--- config.mk ---
export PLATFORM = sky130hd
export DESIGN_NAME = pc_sequencer_flat
export DESIGN_NICKNAME = d
export VERILOG_FILES = /design/src/rtl/pc_sequencer_if.sv /design/src/rtl/pc_sequencer.sv /design/src/flat_wrapper.sv
export SDC_FILE = /design/constraint.sdc
export NUM_CORES = 1
export LEC_CHECK = 0
export ABC_AREA = 1
export CORE_MARGIN = 3
export CORE_UTILIZATION = 47
export DETAILED_ROUTE_END_ITERATION = 6
export GPL_TIMING_DRIVEN = 0
export PLACE_DENSITY = 0.8
export SLEW_MARGIN = 10
export SYNTH_ARGS = -nofsm -noshare
export SYNTH_HDL_FRONTEND = slang
export SYNTH_SLANG_ARGS = --single-unit
export TNS_END_PERCENT = 5
--- constraint.sdc ---
create_clock -name clk -period 2.2 [get_ports clk]
set_clock_uncertainty 0.2 [all_clocks]
set_input_delay 0.44 -clock clk [delete_from_list [all_inputs] [get_ports clk]]
set_output_delay 0.44 -clock clk [all_outputs]
set_load 0.02 [all_outputs]
--- src/rtl/pc_sequencer_if.sv ---
`default_nettype none
// ============================================================================
//  Module      : pc_sequencer_if
//  Description : Bundle of pipeline-status inputs and PC/pipeline-control
//                outputs shared between the datapath and pc_sequencer.
//  Revision    : 1.0 - initial release
// ============================================================================
interface pc_sequencer_if;
    logic [15:0] pc;
    logic        ex_branch_taken;
    logic [15:0] ex_target;
    logic        idex_mem_read;
    logic [3:0]  idex_rd;
    logic [3:0]  ifid_rs;
    logic [3:0]  ifid_rt;
    logic        id_halt;
    logic        resume;

    logic [15:0] next_pc;
    logic        pc_stop;
    logic        pc_halt;
    logic        ifid_write;
    logic        ifid_flush;
    logic        idex_flush;
    logic        halted;
    logic [15:0] stall_count;

    // Datapath side: supplies pipeline status, consumes control
    modport master (
        output pc, ex_branch_taken, ex_target, idex_mem_read, idex_rd,
               ifid_rs, ifid_rt, id_halt, resume,
        input  next_pc, pc_stop, pc_halt, ifid_write, ifid_flush,
               idex_flush, halted, stall_count
    );

    // Sequencer side
    modport slave (
        input  pc, ex_branch_taken, ex_target, idex_mem_read, idex_rd,
               ifid_rs, ifid_rt, id_halt, resume,
        output next_pc, pc_stop, pc_halt, ifid_write, ifid_flush,
               idex_flush, halted, stall_count
    );
endinterface
`default_nettype wire

--- src/rtl/pc_sequencer.sv ---
`default_nettype none
// ============================================================================
//  Module      : pc_sequencer
//  Description : Next-PC selection, load-use stall, branch flush and a
//                RUN -> DRAIN -> HALTED halt sequence with stall counter.
//  Revision    : 1.0 - initial release
// ============================================================================
module pc_sequencer #(
    parameter logic [15:0] RESET_VECTOR = 16'h0000,
    parameter int unsigned DRAIN_CYCLES = 3
) (
    input  wire logic     clk,
    input  wire logic     rst_n,
    pc_sequencer_if.slave seq_if
);

    typedef enum logic [1:0] {
        ST_RUN    = 2'd0,
        ST_DRAIN  = 2'd1,
        ST_HALTED = 2'd2
    } state_t;

    localparam logic [2:0] C_DRAIN_LOAD = 3'(DRAIN_CYCLES);

    state_t      state_q, state_d;
    logic [2:0]  drain_cnt_q, drain_cnt_d;
    logic [15:0] stall_count_q;

    logic        w_hazard;
    logic [15:0] w_next_pc;
    logic        w_pc_stop;
    logic        w_pc_halt;
    logic        w_ifid_write;
    logic        w_ifid_flush;
    logic        w_idex_flush;

    assign w_hazard = seq_if.idex_mem_read && (seq_if.idex_rd != 4'd0) &&
                      ((seq_if.idex_rd == seq_if.ifid_rs) ||
                       (seq_if.idex_rd == seq_if.ifid_rt));

    // State and drain-counter registers, cleared asynchronously by reset
    always_ff @(posedge clk or negedge rst_n) begin
        if (!rst_n) begin
            state_q     <= ST_RUN;
            drain_cnt_q <= 3'd0;
        end else begin
            state_q     <= state_d;
            drain_cnt_q <= drain_cnt_d;
        end
    end

    // Next-state and control outputs; reset forces a safe bubble-filled pipe
    always_comb begin
        state_d      = state_q;
        drain_cnt_d  = drain_cnt_q;
        w_next_pc    = seq_if.pc + 16'd2;
        w_pc_stop    = 1'b0;
        w_pc_halt    = 1'b0;
        w_ifid_write = 1'b1;
        w_ifid_flush = 1'b0;
        w_idex_flush = 1'b0;
        if (!rst_n) begin
            state_d      = ST_RUN;
            drain_cnt_d  = 3'd0;
            w_next_pc    = RESET_VECTOR;
            w_pc_stop    = 1'b1;
            w_ifid_write = 1'b0;
            w_ifid_flush = 1'b1;
            w_idex_flush = 1'b1;
        end else begin
            case (state_q)
                ST_RUN: begin
                    if (seq_if.ex_branch_taken) begin
                        // Younger instructions are wrong-path: halt/hazard ignored
                        w_next_pc    = seq_if.ex_target;
                        w_ifid_flush = 1'b1;
                        w_idex_flush = 1'b1;
                    end else if (w_hazard) begin
                        // A coincident halt waits here until the load retires
                        w_next_pc    = seq_if.pc;
                        w_pc_stop    = 1'b1;
                        w_ifid_write = 1'b0;
                        w_idex_flush = 1'b1;
                    end else if (seq_if.id_halt) begin
                        w_next_pc    = seq_if.pc;
                        w_pc_halt    = 1'b1;
                        w_ifid_flush = 1'b1;
                        drain_cnt_d  = C_DRAIN_LOAD;
                        state_d      = ST_DRAIN;
                    end
                end
                ST_DRAIN: begin
                    w_next_pc    = seq_if.pc;
                    w_pc_halt    = 1'b1;
                    w_ifid_write = 1'b0;
                    w_ifid_flush = 1'b1;
                    drain_cnt_d  = drain_cnt_q - 3'd1;
                    if (drain_cnt_q <= 3'd1) begin
                        state_d = ST_HALTED;
                    end
                end
                ST_HALTED: begin
                    w_next_pc    = seq_if.pc;
                    w_pc_halt    = 1'b1;
                    w_ifid_write = 1'b0;
                    w_ifid_flush = 1'b1;
                    if (seq_if.resume) begin
                        state_d = ST_RUN;
                    end
                end
                default: begin
                    state_d = ST_RUN;
                end
            endcase
        end
    end

    // Saturating count of cycles in which the PC was held
    always_ff @(posedge clk or negedge rst_n) begin
        if (!rst_n) begin
            stall_count_q <= 16'd0;
        end else if ((w_pc_stop || w_pc_halt) && (stall_count_q != 16'hFFFF)) begin
            stall_count_q <= stall_count_q + 16'd1;
        end
    end

    assign seq_if.next_pc     = w_next_pc;
    assign seq_if.pc_stop     = w_pc_stop;
    assign seq_if.pc_halt     = w_pc_halt;
    assign seq_if.ifid_write  = w_ifid_write;
    assign seq_if.ifid_flush  = w_ifid_flush;
    assign seq_if.idex_flush  = w_idex_flush;
    assign seq_if.halted      = (state_q == ST_HALTED);
    assign seq_if.stall_count = stall_count_q;

endmodule
`default_nettype wire

--- src/flat_wrapper.sv ---
// flat-port wrapper written by rule: the top's interface ports become plain ports
module pc_sequencer_flat 
#(
    parameter logic [15:0] RESET_VECTOR = 16'h0000,
    parameter int unsigned DRAIN_CYCLES = 3
)
  (clk, rst_n, seq_if_pc, seq_if_ex_branch_taken, seq_if_ex_target, seq_if_idex_mem_read, seq_if_idex_rd, seq_if_ifid_rs, seq_if_ifid_rt, seq_if_id_halt, seq_if_resume, seq_if_next_pc, seq_if_pc_stop, seq_if_pc_halt, seq_if_ifid_write, seq_if_ifid_flush, seq_if_idex_flush, seq_if_halted, seq_if_stall_count);
  pc_sequencer_if seq_if_i ();
  input  wire logic clk;
  input  wire logic rst_n;
  input wire logic [$bits(seq_if_i.pc)-1:0] seq_if_pc;
  input wire logic [$bits(seq_if_i.ex_branch_taken)-1:0] seq_if_ex_branch_taken;
  input wire logic [$bits(seq_if_i.ex_target)-1:0] seq_if_ex_target;
  input wire logic [$bits(seq_if_i.idex_mem_read)-1:0] seq_if_idex_mem_read;
  input wire logic [$bits(seq_if_i.idex_rd)-1:0] seq_if_idex_rd;
  input wire logic [$bits(seq_if_i.ifid_rs)-1:0] seq_if_ifid_rs;
  input wire logic [$bits(seq_if_i.ifid_rt)-1:0] seq_if_ifid_rt;
  input wire logic [$bits(seq_if_i.id_halt)-1:0] seq_if_id_halt;
  input wire logic [$bits(seq_if_i.resume)-1:0] seq_if_resume;
  output wire logic [$bits(seq_if_i.next_pc)-1:0] seq_if_next_pc;
  output wire logic [$bits(seq_if_i.pc_stop)-1:0] seq_if_pc_stop;
  output wire logic [$bits(seq_if_i.pc_halt)-1:0] seq_if_pc_halt;
  output wire logic [$bits(seq_if_i.ifid_write)-1:0] seq_if_ifid_write;
  output wire logic [$bits(seq_if_i.ifid_flush)-1:0] seq_if_ifid_flush;
  output wire logic [$bits(seq_if_i.idex_flush)-1:0] seq_if_idex_flush;
  output wire logic [$bits(seq_if_i.halted)-1:0] seq_if_halted;
  output wire logic [$bits(seq_if_i.stall_count)-1:0] seq_if_stall_count;
  assign seq_if_i.pc = seq_if_pc;
  assign seq_if_i.ex_branch_taken = seq_if_ex_branch_taken;
  assign seq_if_i.ex_target = seq_if_ex_target;
  assign seq_if_i.idex_mem_read = seq_if_idex_mem_read;
  assign seq_if_i.idex_rd = seq_if_idex_rd;
  assign seq_if_i.ifid_rs = seq_if_ifid_rs;
  assign seq_if_i.ifid_rt = seq_if_ifid_rt;
  assign seq_if_i.id_halt = seq_if_id_halt;
  assign seq_if_i.resume = seq_if_resume;
  assign seq_if_next_pc = seq_if_i.next_pc;
  assign seq_if_pc_stop = seq_if_i.pc_stop;
  assign seq_if_pc_halt = seq_if_i.pc_halt;
  assign seq_if_ifid_write = seq_if_i.ifid_write;
  assign seq_if_ifid_flush = seq_if_i.ifid_flush;
  assign seq_if_idex_flush = seq_if_i.idex_flush;
  assign seq_if_halted = seq_if_i.halted;
  assign seq_if_stall_count = seq_if_i.stall_count;
  pc_sequencer #(.RESET_VECTOR(RESET_VECTOR), .DRAIN_CYCLES(DRAIN_CYCLES)) u_core (.clk(clk), .rst_n(rst_n), .seq_if(seq_if_i));
endmodule
After elaboration in Yosys (flattened, before gate mapping)
Index checks and enable logic that the tools add are counted.
{ "totals": {"reg_bits": 21, "in_bits": 50, "output_inout_bits": 38, "word_cells": 64} }
{ "op_classes": {"n_addsub": 3, "n_lt_le_gt_ge": 1, "n_eq_ne": 11, "mux": 36, "reduce_logical": 10} }
{ "op_table": {"columns": ["cell", "count"], "rows": [
  ["2-to-1 mux 16 bit", 4],
  ["case mux 16 bit (2 select lines)", 1],
  ["adder 16 x 1 -> 16 bit (second input constant)", 1],
  ["adder 16 x 2 -> 16 bit (second input constant)", 1],
  ["2-to-1 mux 1 bit", 16],
  ["!= test 16 bit (second input constant)", 1],
  ["2-to-1 mux 2 bit", 6],
  ["2-to-1 mux 3 bit", 4],
  ["!= test 3 bit (second input constant)", 4],
  ["equality test 4 bit", 2],
  ["case mux 1 bit (2 select lines)", 3],
  ["case mux 2 bit (3 select lines)", 1],
  ["case mux 3 bit (2 select lines)", 1],
  ["AND reduction 5 bit", 1],
  ["AND reduction 4 bit", 1],
  ["nonzero test 4 bit", 1],
  ["less-or-equal comparator 3 x 1 -> 1 bit (second input constant)", 1],
  ["logical AND 1 bit", 3],
  ["!= test 3 x 1 -> 1 bit (second input constant)", 1],
  ["!= test 3 x 2 -> 1 bit (second input constant)", 1],
  ["subtractor 3 x 1 -> 3 bit (second input constant)", 1],
  ["equality test 2 x 1 -> 1 bit (second input constant)", 1],
  ["equality test 2 bit (second input constant)", 1],
  ["zero test 2 bit", 1],
  ["other kinds (2)", 3]
]} }

Logic depth before layout (Yosys ltp)
Gate-level depths: netlist (run 1).
{ "logic_depth": {"word_depth": 9, "mapped_depth": 15, "ltp_nobuf": 14} }

Least setup slack after synthesis (run 1)
No wires, ideal clock.
{ "synth_path": {"kind": "register to output", "from": "reg u_core.state_q[0]", "to": "out seq_if_next_pc[10]", "t_arrival_ps": 1722, "required_time_ps": 1560, "path_slack_ps": -162, "path_stages_with_launch": 7, "path_cell_list": "dfrtp_1 -> inv_1 -> ha_1 -> clkbuf_1 -> clkbuf_1 -> a21oi_1 -> a21oi_1"} }
{ "synth_between": {"elab_chain_cells": 4} }
{ "synth_rtl": {"columns": ["element", "line", "text"], "rows": [
  ["from (decl)", "pc_sequencer.sv:25", "state_t state_q, state_d;"],
  ["from (signal assigned)", "pc_sequencer.sv:47", "state_q <= state_d;"],
  ["equality test 2 bit or equality test 2 x 1 -> 1 bit (tied branches)", "pc_sequencer.sv:71", "case (state_q)"],
  ["OR reduction 2 bit (no line)", null, null],
  ["case mux 16 bit (2 select lines) *", "pc_sequencer.sv:71", null],
  ["2-to-1 mux 16 bit *", "pc_sequencer.sv:62", "if (!rst_n) begin"],
  ["to (decl)", "flat_wrapper.sv:20", "output wire logic [$bits(seq_if_i.next_pc)-1:0] seq_if_next_pc;"]
]} }
Mark *: on every way between the ends. The rest lies on a longest branch, timed or not.

Worst setup path after layout (run 1)
{ "layout_path": {"from": "in seq_if_pc[7]", "to": "out seq_if_next_pc[12]"} }
{ "layout_between": {"elab_chain_cells": 6} }
{ "layout_rtl": {"columns": ["element", "line", "text"], "rows": [
  ["from (decl)", "flat_wrapper.sv:11", "input wire logic [$bits(seq_if_i.pc)-1:0] seq_if_pc;"],
  ["adder 16 x 2 -> 16 bit *", "pc_sequencer.sv:56", "w_next_pc = seq_if.pc + 16'd2;"],
  ["2-to-1 mux 16 bit", "pc_sequencer.sv:84", "end else if (seq_if.id_halt) begin"],
  ["2-to-1 mux 16 bit", "pc_sequencer.sv:78", "end else if (w_hazard) begin"],
  ["2-to-1 mux 16 bit", "pc_sequencer.sv:73", "if (seq_if.ex_branch_taken) begin"],
  ["case mux 16 bit (2 select lines) *", "pc_sequencer.sv:71", null],
  ["2-to-1 mux 16 bit *", "pc_sequencer.sv:62", null]
]} }
Marks and branches as above.

==> results of run 1 <==
==> registers in the layout (all words and copies together), names as in the netlist <==
name	count
u_core.seq_if.stall_count	16
u_core.state_q	2
u_core.drain_cnt_q	3
==> power groups by stage <==
stage / registers (mW) / logic [mW] / clock network, mW
floorplan: 0.609 / 1.21 / 0
global placement: 0.572 / 1.97 / 0
detailed placement: 0.577 / 2.01 / 0
CTS: 0.566 / 2.11 / 0.252
global route: 0.580 / 2.43 / 0.274
finish: 0.568 / 2.24 / 0.251
==> logic make-up (layout without fill, tap and decap cells) <==
family                     Yosys count  count (layout)
and+or+nand+nor                    299             300
buffers and inverters               59             161
DFF                                 21              21
xor gates and xnor gates            20              20
AOI/OAI and AO/OA                   68              68
adders and majority gates            9               9
==> cell type report <==
class | count | area (µm²)
multi-input cells | 397 | 2153
well taps | 70 | 87.58
inverters | 39 | 158.9
clock buffers | 4 | 45.04
plain buffers | 18 | 147.6
repair buffers | 100 | 927.1
flip-flops and latches | 21 | 525.5
fillers | 461 | 1257
==> cell usage in the layout (no fill, tap or decap), types with 14 or more instances in the layout <==
cell type        synthesis  layout
a21oi_1                 34      20
a21oi_2                  0      14
buf_4                    1      32
buf_6                    1      18
clkdlybuf4s50_1          0      35
dfrtp_1                 21      21
inv_1                   36      27
nand2_1                178     164
nand2_2                  2      15
nand3_1                 48      41
nor2_1                  52      48
o21ai_0                 28      21
==> stage by stage <==
| stage | total power, mW | setup slack, ns | TNS, ns | cell area [µm²] |
|---|---|---|---|---|
| 5_1_grt | 3.289 | -0.3164 | -5.689 | 4045 |
| 3_3_place_gp | 2.546 | -1.775 | -50.60 | 3654 |
| 4_1_cts | 2.930 | -0.1857 | -2.904 | 3872 |
| 3_5_place_dp | 2.584 | -1.788 | -51.55 | 3654 |
| 6_report | 3.058 | -0.2381 | -3.242 | 4045 |
| 2_1_floorplan | 1.821 | -0.05650 | -0.3336 | 2705 |
==> worst min-delay path: stages, from the launching register on <==
cell     delay, ns
dfrtp_1       0.35
nand2_1       0.05
o21ai_0       0.06
==> routing by layer <==
layer	GRT usage	vias up	part of all wire
met1	0.3239	1619	0.40
met4	0.09966	0	0.024
met5	0	-	0
met2	0.5033	171	0.50
met3	0.03659	26	0.075
li1	-	1726	-
==> final timing paths <==
path	to	slack (ns)	depth (start not counted)
worst min-delay path	u_core.drain_cnt_q[1]$_DFFE_PN0P_	0.30	2
max in group asynchronous	u_core.seq_if.stall_count[15]$_DFFE_PN0P_	0.59	2
worst max-delay path	seq_if_next_pc[12]	-0.24	10
min in group asynchronous	u_core.seq_if.stall_count[4]$_DFFE_PN0P_	0.65	2
worst min register to register	u_core.drain_cnt_q[1]$_DFFE_PN0P_	0.30	2
worst max register to register	u_core.drain_cnt_q[1]$_DFFE_PN0P_	0.01	4
==> what timing repair did <==
action	4_1_cts	5_1_grt
gates cloned	3	0
setup endpoints to repair	43	25
hold endpoints to repair	21	0
resized for setup	280	50
hold buffers	1	0
pin swaps	34	28
buffers inserted	7	4
==> impl_metrics.tcl, run 1 <==
set metrics [dict create \
    rsz0062_at_grt "true" \
    synthArstFlopShare 1.000 \
    final_util 0.7629 \
    coreArea_um2 5303 \
    seq_area_frac_synth 0.1968 \
    max-slew-margin-rel 0.3509 \
    io_pins 88 \
    internal_power_mw 1.549 \
    row_count 26 \
    synth_ff_type "dfrtp_1" \
    grt_usage 0.2753 \
    n_antenna_cell 0 \
    worstSetupStartpoint "seq_if_pc[7]" \
    ant_nets 0 \
    vias 3542 \
    drt_pass1_iterations 6 \
    initial_utilization 0.5035 \
    syn_to_final_growth_pct 51.50 \
    startpoint_type "primary input" \
    max_cap_violations 0 \
    hold_viol_final 0 \
    violations "setup timing" \
    path_cells "clkbuf_4, nand2_1, nor2_4, nand3_2, xnor2_2, nand3_1, nand3_1, nand2_1, a21oi_2, buf_4" \
    swShare 0.4934 \
    fin_hold_ws_ns 0.2959 \
    critical-path-top-delay-family "simple AND/OR/NAND/NOR gates" \
    fmax_ghz 0.4102 \
    cp_max_fo 6 \
    p_per_area_nw_per_um2 756.0 \
    drive_above_1_share 0.2625 \
    design.die.area_um2 6621 \
    synth-edff-count 0 \
    dieHeight_um 81.37 \
    yosys_warnings 0 \
    io_buffers 86 \
    antenna_found_initial 0 \
    yosysMostFrequentCell "nand2_1" \
    p_comb_frac 0.732 \
    nets 639 \
    ys_ff_latch 21 \
    pwr-share-seq 0.186 \
    drv_slew 0 \
    worst_slack_ns -0.2381 \
    drc 0 \
    tightest_slew_ns 0.9614 \
    grt_pass1_wl_mm 14.65 \
    cts_sinks 21 \
    cts_buffers 3 \
    grt_max_degree 22 \
    synth_top_family_by_area "simple AND/OR/NAND/NOR gates" \
    min_from "u_core.drain_cnt_q[1]$_DFFE_PN0P_" \
    drt_iter0_drc 244 \
    wl_per_cell_um 14.18 \
    crit_slowest_cell "nor2_4" \
    regToRegStartpoint "u_core.state_q[0]$_DFFE_PN0P_" \
    p_leak_nw 1.980 \
    cts_buffer_depth 2 \
    synth.area.top_cells "nand2_1 (25%), dfrtp_1 (20%), nand3_1 (9.0%)" \
    clockPowerShare 0.082 \
    path_class "primary input to primary output" \
    synth-simple-area-share 0.4686 \
    dpl.hpwl_mm 6.421 \
    cts_htree_levels 1 \
    cts_tree "yes" \
    place_inst 632 \
    outcome "finished with violations" \
    crit_buf_inv 2 \
    gp_congestion 0.9272 \
    die-width_um 81.37 \
    netlist_area_um2 2670 \
    synthXorXnorAreaFrac 0.06560 \
    syn_avg_cell_area_um2 5.609 \
    synthMuxAreaShare 0 \
    synth_fa_ha_area_frac 0.04217 \
    critPathCaptureType "primary output" \
    synthCells 476 \
    arrival_ns 1.80 \
    ys_types 29 \
    setup_viol_count_final 20 \
    yosys.area.top_type "nand2_1" \
    grt-ovfl-total 0 \
    clk_pin_slew_ns 0.07 \
    clk_latency_ns 0.26 \
    required_ns 1.56 \
    synth_top_area_frac 0.2502 \
    fin_crit_sh 1.108 \
    stdcell_count 649 \
    period_needed_ns 2.438 \
    vias_per_cell 5.458 \
    synthesis.nets 535 \
    switching_power_mw 1.509 \
    ys_top_cells_by_count "nand2_1 (178), nor2_1 (52), nand3_1 (48)" \
    routed_wl_mm 9.204 \
    holdCritPathClass "register to register" \
    ir_worst_vdd_v 0.0005738 \
    root_buffer "clkbuf_8" \
    synth_compound_area_frac 0.1373 \
    grt_pass1_vias 3363 \
    slowest_delay_ns 0.21 \
]
No activity file was read; power rests on OpenSTA's default activity.
==> inputs of run 2 (changes only) <==
- CORE_MARGIN: 3 -> 1
==> impl_metrics.tcl, run 2 (synthesis gave the netlist of run 1 again) <==
set metrics [dict create \
    internal_power_mw 1.539 \
    io_buffers 86 \
    arrival_ns 1.79 \
    row_count 27 \
    setup_viol_count_final 20 \
    design_area_um2 3964 \
    antenna_found_initial 0 \
    design.die.area_um2 5986 \
    syn_to_final_growth_pct 48.45 \
    outcome "finished with violations" \
    dpl.hpwl_mm 6.173 \
    final_util 0.7198 \
    cp_max_fo 7 \
    grt_pass1_vias 3200 \
    stdcell_count 650 \
    drive_above_1_share 0.2474 \
    cts_sinks 21 \
    cts_buffers 3 \
    startpoint_type "primary input" \
    p_per_area_nw_per_um2 769.2 \
    clk_pin_slew_ns 0.07 \
    switching_power_mw 1.510 \
    swShare 0.4953 \
    critPathCaptureType "primary output" \
    io_pins 88 \
    ant_nets 0 \
    grt-ovfl-total 0 \
    n_antenna_cell 0 \
    vias 3510 \
    pwr-share-seq 0.187 \
    drt_iter0_drc 204 \
    fin_crit_sh 1.106 \
    path_class "primary input to primary output" \
    routed_wl_mm 9.066 \
    root_buffer "clkbuf_8" \
    largest_register_ffs 16 \
    rr_worst_depth 9 \
    slowest_delay_ns 0.18 \
    coreArea_um2 5507 \
    crit_slowest_cell "a21oi_2" \
    tightest_slew_ns 0.9424 \
    die-width_um 77.37 \
    p_comb_frac 0.730 \
    max-slew-margin-rel 0.3697 \
    wl_per_cell_um 13.95 \
    vias_per_cell 5.400 \
    dieHeight_um 77.37 \
    hold_depth 2 \
    clockPowerShare 0.083 \
    nets 638 \
    cts_buffer_depth 2 \
    ir_worst_vdd_v 0.0005844 \
    fmax_ghz 0.4110 \
    final_common_cell "nand2_1" \
    worst_slack_ns -0.2331 \
    p_leak_nw 1.934 \
    rsz0062_at_grt "true" \
    grt_max_degree 22 \
    clk_latency_ns 0.26 \
    path_cells "buf_4, nand2_2, nor2_4, buf_6, nand3b_1, nand3_1, o21ai_0, nand2_2, o21ai_1, nand2_1, nand2_1, a21oi_2, buf_6" \
    max_cap_violations 0 \
    cts_htree_levels 1 \
    period_needed_ns 2.433 \
    grt_pass1_wl_mm 14.32 \
    initial_utilization 0.4849 \
    required_ns 1.56 \
    drv_slew 0 \
    gp_congestion 0.8639 \
    fin_hold_ws_ns 0.2934 \
    grt_usage 0.2928 \
    dpl-instance-area_um2 3656 \
    hold_viol_final 0 \
    holdCritPathClass "register to register" \
    drc 0 \
    place_inst 634 \
    finalSetupTns_ns -2.595 \
    final_cell_mix "nand2_1 (164), nor2_1 (47), nand3_1 (47)" \
    cts_tree "yes" \
    violations "setup timing" \
    drt_pass1_iterations 5 \
]
## run 2: changes by cell type in the layout (fill, tap and decap cells not counted), moves of 4 or more
cell,before,now
buf_2,7,11
nand3_1,41,47
nand3_2,7,1
buf_4,32,26
inv_2,7,12
## run 2: worst max-delay path, delay by kind of cell
family                 cells  cell delay (ns)
and+or+nand+nor            7             0.61
AOI/OAI and AO/OA          3             0.35
buffers and inverters      3             0.39
## run 2: final timing paths
check	start	endpoint	slack [ns]
max in group asynchronous	rst_n	u_core.drain_cnt_q[1]$_DFFE_PN0P_	0.56
worst max-delay path	seq_if_pc[3]	seq_if_next_pc[8]	-0.23
worst min-delay path	u_core.drain_cnt_q[1]$_DFFE_PN0P_	u_core.drain_cnt_q[1]$_DFFE_PN0P_	0.29
worst min register to register	u_core.drain_cnt_q[1]$_DFFE_PN0P_	u_core.drain_cnt_q[1]$_DFFE_PN0P_	0.29
min in group asynchronous	rst_n	u_core.seq_if.stall_count[2]$_DFFE_PN0P_	0.66
worst max register to register	u_core.seq_if.stall_count[1]$_DFFE_PN0P_	u_core.seq_if.stall_count[15]$_DFFE_PN0P_	0.16
## run 2: stage by stage
step | total power, mW | worst slack (ns)
after floorplan | 1.821 | -0.05650
after global placement | 2.546 | -1.837
after detailed placement | 2.576 | -1.872
after CTS | 2.946 | -0.1751
after global routing | 3.255 | -0.3157
final | 3.049 | -0.2331
## run 2: layout make-up
| type | count | area [µm²] |
|---|---|---|
| Multi-Input combinational cell | 397 | 2092 |
| Fill cell | 491 | 1543 |
| Timing Repair Buffer | 99 | 903.4 |
| Sequential cell | 21 | 525.5 |
| Inverter | 39 | 156.4 |
| Buffer | 18 | 150.1 |
| Tap cell | 72 | 90.09 |
| Clock buffer | 3 | 41.29 |
| Clock inverter | 1 | 5.005 |
## run 2: power groups by stage
stage	clock [mW]	combinational, mW	sequential (mW)
after detailed placement	0	2.00	0.577
after CTS	0.265	2.11	0.566
after floorplan	0	1.21	0.609
after global placement	0	1.98	0.567
final	0.253	2.23	0.569
after global routing	0.274	2.40	0.581
## run 2: timing repair
action / CTS / global route
endpoints found under the hold margin: 21 / 0
cloned: 3 / 0
hold buffers: 1 / 0
pin swaps: 30 / 25
buffers inserted: 9 / 1
gates resized for setup: 272 / 43
setup endpoints to repair: 43 / 27
## run 2: metal layers
metal | up-vias | global-route usage | share of wire
met3 | 32 | 0.02824 | 0.065
met2 | 158 | 0.5372 | 0.50
li1 | 1730 | - | -
met4 | 0 | 0.09245 | 0.031
met5 | - | 0 | 0
met1 | 1590 | 0.3564 | 0.41
==> inputs of run 3 (changes only) <==
- CORE_UTILIZATION: 47 -> 43
- PLACE_DENSITY: 0.8 -> 0.77
- clock period: 2.2 -> 2.13 ns (I/O delays scaled with it)
==> impl_metrics.tcl, run 3 (synthesis gave the netlist of run 1 again) <==
set metrics [dict create \
    p_per_area_nw_per_um2 798.9 \
    setup_viol_count_final 20 \
    io_buffers 86 \
    outcome "finished with violations" \
    cts_buffers 3 \
    final_common_cell "nand2_1" \
    largest_register_ffs 16 \
    drt_pass1_iterations 5 \
    total_power_mw 3.305 \
    drv_slew 0 \
    swShare 0.4920 \
    vias_per_cell 5.437 \
    period_needed_ns 2.430 \
    max-slew-margin-rel 0.3521 \
    dieHeight_um 80.80 \
    required_ns 1.50 \
    coreArea_um2 5956 \
    fin_hold_ws_ns 0.2986 \
    cts_buffer_depth 2 \
    gp_congestion 0.9177 \
    p_comb_frac 0.738 \
    path_class "primary input to primary output" \
    die-width_um 80.80 \
    pwr-share-seq 0.180 \
    cts_sinks 21 \
    r2r_slack_ns 0.14 \
    drc 0 \
    ir_worst_vdd_v 0.0006801 \
    grt_usage 0.2800 \
    row_count 28 \
    routed_wl_mm 9.154 \
    cp-endpoint "seq_if_next_pc[7]" \
    regToRegStartpoint "u_core.state_q[0]$_DFFE_PN0P_" \
    hold_viol_final 0 \
    grt-ovfl-total 0 \
    root_buffer "clkbuf_8" \
    p_leak_nw 1.955 \
    rsz0062_at_grt "true" \
    met1_usage 0.3431 \
    drt_iter0_drc 252 \
    clockPowerShare 0.082 \
    clk_pin_slew_ns 0.08 \
    grt-busiest-layer "met2" \
    worst_slack_ns -0.3004 \
    grt_use_met2 0.5059 \
    cp_max_fo 5 \
    grt_pass1_wl_mm 14.52 \
    io_pins 88 \
    internal_power_mw 1.679 \
    antenna_found_initial 0 \
    violations "setup timing" \
    critPathCaptureType "primary output" \
    rr_worst_depth 12 \
    tightest_slew_ns 0.9686 \
    arrival_ns 1.80 \
    nets 639 \
    holdCritPathClass "register to register" \
    grt_pass1_vias 3240 \
    cts_htree_levels 1 \
    worstSetupStartpoint "seq_if_idex_rd[1]" \
    design.die.area_um2 6529 \
    wl_per_cell_um 14.00 \
    r2r_end "u_core.seq_if.stall_count[13]$_DFFE_PN0P_" \
    ant_nets 0 \
    fmax_ghz 0.4115 \
    cts_tree "yes" \
    fin_crit_sh 1.141 \
    dpl.hpwl_mm 6.152 \
    switching_power_mw 1.626 \
    startpoint_type "primary input" \
    grt_use_met3 0.02921 \
    clk_latency_ns 0.27 \
    final_cell_mix "nand2_1 (159), nand3_1 (46), nor2_1 (42)" \
    syn_to_final_growth_pct 54.92 \
    max_cap_violations 0 \
    n_antenna_cell 0 \
    drive_above_1_share 0.2832 \
    vias 3556 \
    grt_max_degree 22 \
    initial_utilization 0.4483 \
]
## run 3: worst max-delay path, cell delays in order
cell	delay (ns)
buf_8	0.09
clkinv_4	0.05
nand2_2	0.05
nand2_2	0.06
nor2_2	0.10
nand2_1	0.09
nand2_4	0.14
nand2_8	0.09
buf_4	0.17
nand2_1	0.07
nand2_1	0.05
nand2_1	0.07
nand2_1	0.06
a21oi_2	0.12
buf_4	0.15
## run 3: power groups by stage
stage / Sequential (mW) / Clock (mW) / Combinational (mW)
3_3_place_gp: 0.588 / 0 / 2.07
2_1_floorplan: 0.629 / 0 / 1.29
3_5_place_dp: 0.595 / 0 / 2.10
4_1_cts: 0.590 / 0.274 / 2.35
6_report: 0.594 / 0.271 / 2.44
5_1_grt: 0.612 / 0.288 / 2.64
## run 3: worst min path at each step
| stage | slack (ns) | cells past startpoint | startpoint | to |
|---|---|---|---|---|
| floorplan | -0.07 | 0 | rst_n | u_core.drain_cnt_q[0]$_DFFE_PN0P_ |
| global placement | 0.27 | 2 | u_core.drain_cnt_q[1]$_DFFE_PN0P_ | u_core.drain_cnt_q[1]$_DFFE_PN0P_ |
| detailed placement | 0.27 | 2 | u_core.drain_cnt_q[1]$_DFFE_PN0P_ | u_core.drain_cnt_q[1]$_DFFE_PN0P_ |
| CTS | 0.29 | 2 | u_core.drain_cnt_q[1]$_DFFE_PN0P_ | u_core.drain_cnt_q[1]$_DFFE_PN0P_ |
| global route | 0.33 | 2 | u_core.drain_cnt_q[1]$_DFFE_PN0P_ | u_core.drain_cnt_q[1]$_DFFE_PN0P_ |
| finish | 0.30 | 2 | u_core.drain_cnt_q[1]$_DFFE_PN0P_ | u_core.drain_cnt_q[1]$_DFFE_PN0P_ |
## run 3: area by class of cell
type | instances | area, µm²
Fill cell | 531 | 1819
Multi-Input combinational cell | 397 | 2208
Timing Repair Buffer | 100 | 923.4
Inverter | 39 | 161.4
Clock inverter | 1 | 5.005
Buffer | 18 | 175.2
Clock buffer | 3 | 41.29
Tap cell | 75 | 93.84
Sequential cell | 21 | 528.0
## run 3: what timing repair did
action,4_1_cts,5_1_grt
gates cloned,3,0
hold buffers,1,0
gates resized for setup,305,45
endpoints found under the setup margin,43,36
endpoints found under the hold margin,21,0
buffers inserted,10,1
pin swaps,35,18
## run 3: metal layers
metal  share of wire  up-vias  wire, µm
met5               0        -         0
met1            0.40     1628      3623
met3           0.068       23       621
met2            0.51      171      4690
met4           0.024        0       219
li1                -     1734         -
## run 3: metrics by stage
stage | setup WS [ns] | setup TNS [ns] | utilization | area, µm² | instances
floorplan | -0.08299 | -0.6916 | - | 2728 | 476
CTS | -0.2419 | -3.178 | 0.6714 | 3999 | 653
global route | -0.3663 | -5.730 | 0.6945 | 4136 | 654
global placement | -1.915 | -55.50 | 0.6183 | 3682 | 637
finish | -0.3004 | -3.892 | 0.6945 | 4136 | 654
detailed placement | -1.909 | -55.80 | 0.6183 | 3682 | 637
